`config.mk`:
```
export PLATFORM = sky130hd
export DESIGN_NAME = alu_seq_flat
export DESIGN_NICKNAME = d
export VERILOG_FILES = /design/src/rtl/alu_seq_if.sv /design/src/rtl/alu_seq.sv /design/src/flat_wrapper.sv
export SDC_FILE = /design/constraint.sdc
export NUM_CORES = 1
export LEC_CHECK = 0
export CELL_PAD_IN_SITES_DETAIL_PLACEMENT = 1
export CELL_PAD_IN_SITES_GLOBAL_PLACEMENT = 1
export CORE_MARGIN = 4
export CORE_UTILIZATION = 42
export CTS_CLUSTER_SIZE = 12
export DETAILED_ROUTE_END_ITERATION = 12
export GPL_ROUTABILITY_DRIVEN = 0
export PLACE_DENSITY = 0.87
export SLEW_MARGIN = 30
export SYNTH_ARGS = -nofsm -noshare
export SYNTH_HDL_FRONTEND = slang
export SYNTH_SLANG_ARGS = --single-unit
```
`constraint.sdc`:
```
create_clock -name clk -period 4.9 [get_ports clk]
set_clock_uncertainty 0.05 [all_clocks]
set_input_delay 0.98 -clock clk [delete_from_list [all_inputs] [get_ports clk]]
set_output_delay 0.98 -clock clk [all_outputs]
set_load 0.02 [all_outputs]
```
`src/rtl/alu_seq_if.sv`:
```
// Request/response bundle for alu_seq: the requester drives start and operands,
// the ALU returns busy/done/illegal, the registered result and the PSR flags.
interface alu_seq_if #(
    parameter int WIDTH   = 16,
    parameter int CTL_LEN = 8
);
    logic               start;
    logic [CTL_LEN-1:0] operationControl;
    logic [WIDTH-1:0]   sourceData;
    logic [WIDTH-1:0]   destData;
    logic               busy;
    logic               done;
    logic               illegal;
    logic [WIDTH-1:0]   result;
    logic               carry;
    logic               low;
    logic               overflow;
    logic               zero;
    logic               negative;

    modport master (
        output start, operationControl, sourceData, destData,
        input  busy, done, illegal, result, carry, low, overflow, zero, negative
    );

    modport slave (
        input  start, operationControl, sourceData, destData,
        output busy, done, illegal, result, carry, low, overflow, zero, negative
    );
endinterface

```
`src/rtl/alu_seq.sv`:
```
// Sequential ALU: single-cycle ALU ops run in EXEC, MUL runs as a WIDTH-cycle
// shift-add in its own state; result and PSR flags are registered on completion.
module alu_seq #(
    parameter int WIDTH   = 16,
    parameter int CTL_LEN = 8
) (
    input  logic     clk,
    input  logic     reset,
    alu_seq_if.slave bus
);
    localparam int SHW = $clog2(WIDTH);
    localparam int MSB = WIDTH - 1;
    localparam logic [SHW-1:0] CNT_LAST = SHW'(WIDTH - 1);

    localparam logic [3:0] OP_RTYPE = 4'b0000;
    localparam logic [3:0] OP_AND   = 4'b0001;
    localparam logic [3:0] OP_OR    = 4'b0010;
    localparam logic [3:0] OP_XOR   = 4'b0011;
    localparam logic [3:0] OP_ADD   = 4'b0101;
    localparam logic [3:0] OP_ADDU  = 4'b0110;
    localparam logic [3:0] OP_ADDC  = 4'b0111;
    localparam logic [3:0] OP_SHIFT = 4'b1000;
    localparam logic [3:0] OP_SUB   = 4'b1001;
    localparam logic [3:0] OP_SUBC  = 4'b1010;
    localparam logic [3:0] OP_CMP   = 4'b1011;
    localparam logic [3:0] OP_MOV   = 4'b1101;
    localparam logic [3:0] OP_LUI   = 4'b1111;
    localparam logic [7:0] MUL_CTL  = 8'h0E;

    localparam logic [3:0] SH_LSHI_L  = 4'b0000;
    localparam logic [3:0] SH_LSHI_R  = 4'b0001;
    localparam logic [3:0] SH_ASHUI_L = 4'b0010;
    localparam logic [3:0] SH_ASHUI_R = 4'b0011;
    localparam logic [3:0] SH_LSH     = 4'b0100;
    localparam logic [3:0] SH_ASHU    = 4'b0110;

    typedef enum logic [1:0] {IDLE, EXEC, MUL} state_t;

    state_t             state_q, state_d;
    logic [CTL_LEN-1:0] ctl_q, ctl_d;
    logic [WIDTH-1:0]   src_q, src_d;
    logic [WIDTH-1:0]   dst_q, dst_d;
    logic [WIDTH-1:0]   acc_q, acc_d;
    logic [SHW-1:0]     cnt_q, cnt_d;
    logic [WIDTH-1:0]   result_q, result_d;
    logic               carry_q, carry_d;
    logic               low_q, low_d;
    logic               overflow_q, overflow_d;
    logic               zero_q, zero_d;
    logic               negative_q, negative_d;
    logic               done_q, done_d;
    logic               illegal_q, illegal_d;

    logic               is_r;
    logic [3:0]         fn;
    logic               cin;
    logic [WIDTH:0]     uadd, sadd, usub, ssub;
    logic [WIDTH:0]     amt_pos, amt_neg, amt_imm;
    logic [WIDTH-1:0]   alu_res;
    logic               alu_legal;
    logic               f_carry, f_low, f_ovf, f_zero, f_neg;

    function automatic logic [WIDTH-1:0] sh_left(input logic [WIDTH-1:0] v, input logic [WIDTH:0] amt);
        if (amt >= (WIDTH+1)'(WIDTH)) return '0;
        else return v << amt;
    endfunction

    function automatic logic [WIDTH-1:0] sh_right(input logic [WIDTH-1:0] v, input logic [WIDTH:0] amt);
        if (amt >= (WIDTH+1)'(WIDTH)) return '0;
        else return v >> amt;
    endfunction

    function automatic logic [WIDTH-1:0] sh_arith(input logic [WIDTH-1:0] v, input logic [WIDTH:0] amt);
        if (amt >= (WIDTH+1)'(WIDTH)) return {WIDTH{v[WIDTH-1]}};
        else return $signed(v) >>> amt;
    endfunction

    // R-type ops carry the function in the sub-op, I-type ops in the opcode.
    always_comb begin
        is_r      = (ctl_q[7:4] == OP_RTYPE);
        fn        = is_r ? ctl_q[3:0] : ctl_q[7:4];
        cin       = is_r && (fn == OP_ADDC || fn == OP_SUBC) && carry_q;
        uadd      = {1'b0, dst_q} + {1'b0, src_q} + {{WIDTH{1'b0}}, cin};
        sadd      = {dst_q[MSB], dst_q} + {src_q[MSB], src_q} + {{WIDTH{1'b0}}, cin};
        usub      = {1'b0, dst_q} - {1'b0, src_q} - {{WIDTH{1'b0}}, cin};
        ssub      = {dst_q[MSB], dst_q} - {src_q[MSB], src_q} - {{WIDTH{1'b0}}, cin};
        amt_pos   = {1'b0, src_q};
        amt_neg   = {1'b0, ~src_q} + {{WIDTH{1'b0}}, 1'b1};
        amt_imm   = {{(WIDTH+1-SHW){1'b0}}, src_q[SHW-1:0]};
        alu_res   = '0;
        alu_legal = 1'b1;
        f_carry   = carry_q;
        f_low     = low_q;
        f_ovf     = overflow_q;
        f_zero    = zero_q;
        f_neg     = negative_q;
        case (fn)
            OP_AND: alu_res = dst_q & src_q;
            OP_OR:  alu_res = dst_q | src_q;
            OP_XOR: alu_res = dst_q ^ src_q;
            OP_MOV: alu_res = src_q;
            OP_LUI: begin
                alu_legal = !is_r;
                if (alu_legal) alu_res = src_q << 8;
            end
            OP_ADD, OP_ADDU, OP_ADDC: begin
                alu_legal = is_r || fn != OP_ADDC;
                if (alu_legal) begin
                    alu_res = uadd[MSB:0];
                    f_carry = uadd[WIDTH];
                    f_ovf   = sadd[WIDTH] ^ sadd[MSB];
                    f_neg   = uadd[MSB] ^ (sadd[WIDTH] ^ sadd[MSB]);
                    f_zero  = (uadd[MSB:0] == '0);
                    f_low   = 1'b0;
                end
            end
            OP_SUB, OP_SUBC: begin
                alu_legal = is_r || fn != OP_SUBC;
                if (alu_legal) begin
                    alu_res = usub[MSB:0];
                    f_carry = usub[WIDTH];
                    f_ovf   = ssub[WIDTH] ^ ssub[MSB];
                    f_neg   = usub[MSB] ^ (ssub[WIDTH] ^ ssub[MSB]);
                    f_zero  = (usub[MSB:0] == '0);
                    f_low   = usub[WIDTH];
                end
            end
            OP_CMP: begin
                f_carry = 1'b0;
                f_ovf   = 1'b0;
                f_low   = (src_q > dst_q);
                f_neg   = ($signed(dst_q) < $signed(src_q));
                f_zero  = (dst_q == src_q);
            end
            OP_SHIFT: begin
                alu_legal = !is_r;
                if (alu_legal) begin
                    case (ctl_q[3:0])
                        SH_LSHI_L:  alu_res = sh_left(dst_q, (WIDTH+1)'(1));
                        SH_LSHI_R:  alu_res = sh_right(dst_q, (WIDTH+1)'(1));
                        SH_ASHUI_L: alu_res = sh_left(dst_q, amt_imm);
                        SH_ASHUI_R: alu_res = sh_arith(dst_q, amt_imm);
                        SH_LSH:     alu_res = src_q[MSB] ? sh_right(dst_q, amt_neg) : sh_left(dst_q, amt_pos);
                        SH_ASHU:    alu_res = src_q[MSB] ? sh_arith(dst_q, amt_neg) : sh_left(dst_q, amt_pos);
                        default:    alu_legal = 1'b0;
                    endcase
                end
            end
            default: alu_legal = 1'b0;
        endcase
    end

    always_comb begin
        state_d    = state_q;
        ctl_d      = ctl_q;
        src_d      = src_q;
        dst_d      = dst_q;
        acc_d      = acc_q;
        cnt_d      = cnt_q;
        result_d   = result_q;
        carry_d    = carry_q;
        low_d      = low_q;
        overflow_d = overflow_q;
        zero_d     = zero_q;
        negative_d = negative_q;
        done_d     = 1'b0;
        illegal_d  = 1'b0;
        case (state_q)
            IDLE: begin
                if (bus.start) begin
                    ctl_d   = bus.operationControl;
                    src_d   = bus.sourceData;
                    dst_d   = bus.destData;
                    acc_d   = '0;
                    cnt_d   = '0;
                    state_d = (bus.operationControl[7:0] == MUL_CTL) ? MUL : EXEC;
                end
            end
            EXEC: begin
                result_d   = alu_res;
                carry_d    = f_carry;
                low_d      = f_low;
                overflow_d = f_ovf;
                zero_d     = f_zero;
                negative_d = f_neg;
                illegal_d  = !alu_legal;
                done_d     = 1'b1;
                state_d    = IDLE;
            end
            MUL: begin
                // Operand registers double as the shifting multiplicand/multiplier.
                acc_d = acc_q + (src_q[0] ? dst_q : '0);
                src_d = src_q >> 1;
                dst_d = dst_q << 1;
                cnt_d = cnt_q + SHW'(1);
                if (cnt_q == CNT_LAST) begin
                    result_d = acc_d;
                    done_d   = 1'b1;
                    state_d  = IDLE;
                end
            end
            default: state_d = IDLE;
        endcase
    end

    always_ff @(posedge clk or posedge reset) begin
        if (reset) begin
            state_q    <= IDLE;
            ctl_q      <= '0;
            src_q      <= '0;
            dst_q      <= '0;
            acc_q      <= '0;
            cnt_q      <= '0;
            result_q   <= '0;
            carry_q    <= 1'b0;
            low_q      <= 1'b0;
            overflow_q <= 1'b0;
            zero_q     <= 1'b0;
            negative_q <= 1'b0;
            done_q     <= 1'b0;
            illegal_q  <= 1'b0;
        end else begin
            state_q    <= state_d;
            ctl_q      <= ctl_d;
            src_q      <= src_d;
            dst_q      <= dst_d;
            acc_q      <= acc_d;
            cnt_q      <= cnt_d;
            result_q   <= result_d;
            carry_q    <= carry_d;
            low_q      <= low_d;
            overflow_q <= overflow_d;
            zero_q     <= zero_d;
            negative_q <= negative_d;
            done_q     <= done_d;
            illegal_q  <= illegal_d;
        end
    end

    assign bus.busy     = (state_q != IDLE);
    assign bus.done     = done_q;
    assign bus.illegal  = illegal_q;
    assign bus.result   = result_q;
    assign bus.carry    = carry_q;
    assign bus.low      = low_q;
    assign bus.overflow = overflow_q;
    assign bus.zero     = zero_q;
    assign bus.negative = negative_q;
endmodule

```
`src/flat_wrapper.sv`:
```
// flat-port wrapper written by rule: the top's interface ports become plain ports
module alu_seq_flat 
#(
    parameter int WIDTH   = 16,
    parameter int CTL_LEN = 8
)
  (clk, reset, bus_start, bus_operationControl, bus_sourceData, bus_destData, bus_busy, bus_done, bus_illegal, bus_result, bus_carry, bus_low, bus_overflow, bus_zero, bus_negative);
  alu_seq_if #(.WIDTH(WIDTH), .CTL_LEN(CTL_LEN)) bus_i ();
  input  logic clk;
  input  logic reset;
  input wire logic [$bits(bus_i.start)-1:0] bus_start;
  input wire logic [$bits(bus_i.operationControl)-1:0] bus_operationControl;
  input wire logic [$bits(bus_i.sourceData)-1:0] bus_sourceData;
  input wire logic [$bits(bus_i.destData)-1:0] bus_destData;
  output wire logic [$bits(bus_i.busy)-1:0] bus_busy;
  output wire logic [$bits(bus_i.done)-1:0] bus_done;
  output wire logic [$bits(bus_i.illegal)-1:0] bus_illegal;
  output wire logic [$bits(bus_i.result)-1:0] bus_result;
  output wire logic [$bits(bus_i.carry)-1:0] bus_carry;
  output wire logic [$bits(bus_i.low)-1:0] bus_low;
  output wire logic [$bits(bus_i.overflow)-1:0] bus_overflow;
  output wire logic [$bits(bus_i.zero)-1:0] bus_zero;
  output wire logic [$bits(bus_i.negative)-1:0] bus_negative;
  assign bus_i.start = bus_start;
  assign bus_i.operationControl = bus_operationControl;
  assign bus_i.sourceData = bus_sourceData;
  assign bus_i.destData = bus_destData;
  assign bus_busy = bus_i.busy;
  assign bus_done = bus_i.done;
  assign bus_illegal = bus_i.illegal;
  assign bus_result = bus_i.result;
  assign bus_carry = bus_i.carry;
  assign bus_low = bus_i.low;
  assign bus_overflow = bus_i.overflow;
  assign bus_zero = bus_i.zero;
  assign bus_negative = bus_i.negative;
  alu_seq #(.WIDTH(WIDTH), .CTL_LEN(CTL_LEN)) u_core (.clk(clk), .reset(reset), .bus(bus_i));
endmodule
```
==> flow_summary.toml <==
[global_route]
grtUsageTotal = 0.342
antenna_found_initial = 4
gr-total-overflow = 0
grt_max_degree = 57
grt_pass1_vias = 13986
grt_pass1_wl_um = 83300

[timing]
fin_ws_ns = 0.182
timing.final.crit_share = 0.963
period_needed_ns = 4.72
fin_setup_tns_ns = 0
slew_headroom = 0.300
fmax_mhz = 212
rsz0062_at_grt = "no"
finalMaxSlewViolations = 0
hold_violations = 0
worst-slew-pin-transition_ns = 1.04
setup_viol = 0

[synthesis]
synth_area_leaders = "dfrtp_1 18%, ha_1 11%, o21ai_0 5.8%, nand2_1 5.3%, mux2i_1 5.2%"
yosysUniqueCellTypes = 86
syn_area_um2 = 12100
async_reset_ff_frac = 1.00
synth_top_area_share = 0.176
syn_area_per_cell_um2 = 7.69
syn_nets = 1730
synth_flop_cell = "dfrtp_1"
yosys_warnings = 0
ys_ff_latch = 85
yosysSeqAreaShare = 0.176
yosysTopAreaCell = "dfrtp_1"
synthCells = 1572
synth_enable_flop_cells = 0

[detailed_routing]
vias = 13773
firstDrtPassIters = 7
drt_iter0_markers = 1974
postRouteWirelength_um = 55100
wl_per_cell_um = 28.1
routed_via_density = 7.02
drtAntennaViolNets = 0
drc = 0

[worst_setup_path]
reg2reg_to = "u_core.bus.result[12]"
end_kind = "register"
rrSetupSlack_ns = 0.18
crit_fanout = 14
setup.worst_path.end = "u_core.bus.result[12]"
start_kind = "register"
rr_startpoint = "u_core.ctl_q[4]"
r2r_cells = 15
required_ns = 5.11
crit_type = "reg -> reg"
cp_data_arrival_time_ns = 4.93
worstSetupStartpoint = "u_core.ctl_q[4]"

[clock_network]
tritoncts = "done"
ctsHtreeMaxLevel = 3
cts_resized = 0
cts_buffer_depth = 2
clock_sinks = 85
path_clk_slew_ns = 0.08
cts_setup_buffers = 0
hold_buffers = 0
clk_latency_ns = 0.38
cts_root_buf = "clkbuf_16"
cts-buffers-inserted = 9

[floorplanning]
io_pins = 67
initial_core_util = 0.431
die_h_um = 178
rows = 61
die-area_um2 = 31600
core_area_um2 = 28100
die_w_um = 178

[finish]
stdcell_area_um2 = 13600
syn_to_final_growth_pct = 12.4
fill_cells = 3483
diodes = 0
drive_above_1_share = 0.102
finalNetCount = 1737

[power_and_ir_drop]
seq_power_share = 0.174
pwr-share-comb = 0.701
vdd_drop_max_v = 0.000199
p_switching_uw = 3590
clock_power_share = 0.124
p_sw_frac = 0.545
powerDensity_nw_per_um2 = 484
p_int_uw = 2990
p_leak_uw = 0.00535

[place]
io_buffers = 66
placed_area_um2 = 13200
pre_cts_slack_ns = 0.111
hpwl_um = 40600

[flow_run]
drv_cap = 0

[worst_hold_path]
hold_path.class = "reg -> reg"

[run_status]
outcome = "complete, no violations"
[how the worst min path moves through the flow]
| stage | from | to | slack (ns) | cells past startpoint |
|---|---|---|---|---|
| floorplan | u_core.acc_q[10] | u_core.acc_q[10] | 0.41 | 2 |
| global placement | u_core.acc_q[10] | u_core.acc_q[10] | 0.42 | 2 |
| detailed placement | u_core.acc_q[4] | u_core.acc_q[4] | 0.43 | 2 |
| CTS | u_core.acc_q[4] | u_core.acc_q[4] | 0.45 | 2 |
| global route | u_core.acc_q[10] | u_core.acc_q[10] | 0.49 | 2 |
| finish | u_core.acc_q[4] | u_core.acc_q[4] | 0.45 | 2 |
[critical path: stages, from the launching register on]
cell,delay (ns)
dfrtp_1,0.57
nor4b_2,0.36
o21bai_1,0.20
o22ai_1,0.22
nand4_1,0.21
fa_1,0.49
fa_1,0.48
o21ba_2,0.27
o211ai_1,0.31
o311a_1,0.29
nor2_1,0.06
nor2_1,0.13
xnor2_1,0.10
a22oi_1,0.37
a21oi_1,0.13
or3_1,0.36
[Yosys cell counts, types with 7 or more instances]
cell type and n:
nand2_1 171, o21ai_0 141, nor2_1 139, a21oi_1 108, clkbuf_1 105, ha_1 103, dfrtp_1 85, inv_1 75
mux2i_1 63, nand3_1 41, nor3_1 35, xnor2_1 35, mux4_2 27, a211oi_1 24, mux2_2 22, o211ai_1 17
a31oi_1 16, nor4_1 16, a221oi_1 15, o22ai_1 15, or3_1 15, a22oi_1 14, o2111ai_1 14, o21a_1 13
buf_1 12, fa_1 12, xor2_1 12, a21o_1 11, a222oi_1 11, and3_1 11, nand2b_1 11, nand4_1 11
nor2b_1 10, and2_1 9, o31ai_1 9, nor4b_1 8, o311ai_0 8, o21bai_1 7, o221ai_1 7
[logic make-up (layout without fill, tap and decap cells)]
kind of cell             count (synthesis)  count (layout)  synth area share
AO/OA/AOI/OAI                          509             509             0.279
AND/OR/NAND/NOR                        503             503             0.198
buffers and inverters                  201             212            0.0636
adder cells (fa/ha/maj)                115             115             0.126
multiplexers                           112             112             0.123
flip-flops                              85              85             0.176
XOR/XNOR                                47              47            0.0340
[state kept, by name, indices dropped and copies added, names as in the netlist]
register             cells
u_core.acc_q            16
u_core.bus.result       16
u_core.dst_q            16
u_core.src_q            16
u_core.ctl_q             8
u_core.cnt_q             4
u_core.state_q           2
u_core.bus.carry         1
u_core.bus.done          1
u_core.bus.illegal       1
u_core.bus.low           1
u_core.bus.negative      1
u_core.bus.overflow      1
u_core.bus.zero          1
[area by class of cell]
cell class	count	area [µm²]	area share
inverters	77	290	0.0214
well taps	378	473	0.0348
repair buffers	120	1080	0.0794
clock inverters	6	93.8	0.00690
clock buffers	9	225	0.0166
flip-flops and latches	85	2130	0.157
multi-input cells	1286	9300	0.684
[power groups by stage]
stage	registers, µW	clock network [µW]	logic, µW
after global routing	1160	843	4870
after CTS	1130	822	4420
after floorplan	1100	0	2920
final	1150	818	4620
after detailed placement	1140	0	4370
after global placement	1130	0	4220
[layer usage]
layer / up-vias / global-route usage / part of all wire
met5: - / 0 / 0.0011
met4: 8 / 0.235 / 0.091
met3: 348 / 0.0908 / 0.11
met2: 929 / 0.522 / 0.43
met1: 6677 / 0.421 / 0.37
li1: 5811 / - / -
[cells in the final DEF (no fill, tap or decap), drive strengths merged, types with 16 or more instances in the layout]
cell / netlist / routed
or3: 16 / 16
ha: 103 / 103
o211ai: 17 / 17
a21oi: 108 / 108
nor2: 140 / 140
mux2i: 63 / 63
xnor2: 35 / 35
buf: 19 / 54
o21ai: 145 / 145
nor4: 19 / 19
a31oi: 16 / 16
inv: 75 / 77
dfrtp: 85 / 85
nor3: 36 / 36
a211oi: 24 / 24
clkdlybuf4s50: 0 / 66
nand2: 171 / 171
mux2: 22 / 22
mux4: 27 / 27
nand3: 41 / 41
[per-stage QoR]
step	hold slack (ns)	cells	utilization	power [µW]
3_5_place_dp	0.434	1946	0.471	5510
4_1_cts	0.451	1961	0.482	6370
5_1_grt	0.490	1961	0.484	6870
2_1_floorplan	0.406	1572	-	4020
6_report	0.448	1961	0.484	6580
3_3_place_gp	0.418	1946	0.471	5350
No activity file was read; power rests on OpenSTA's default activity.
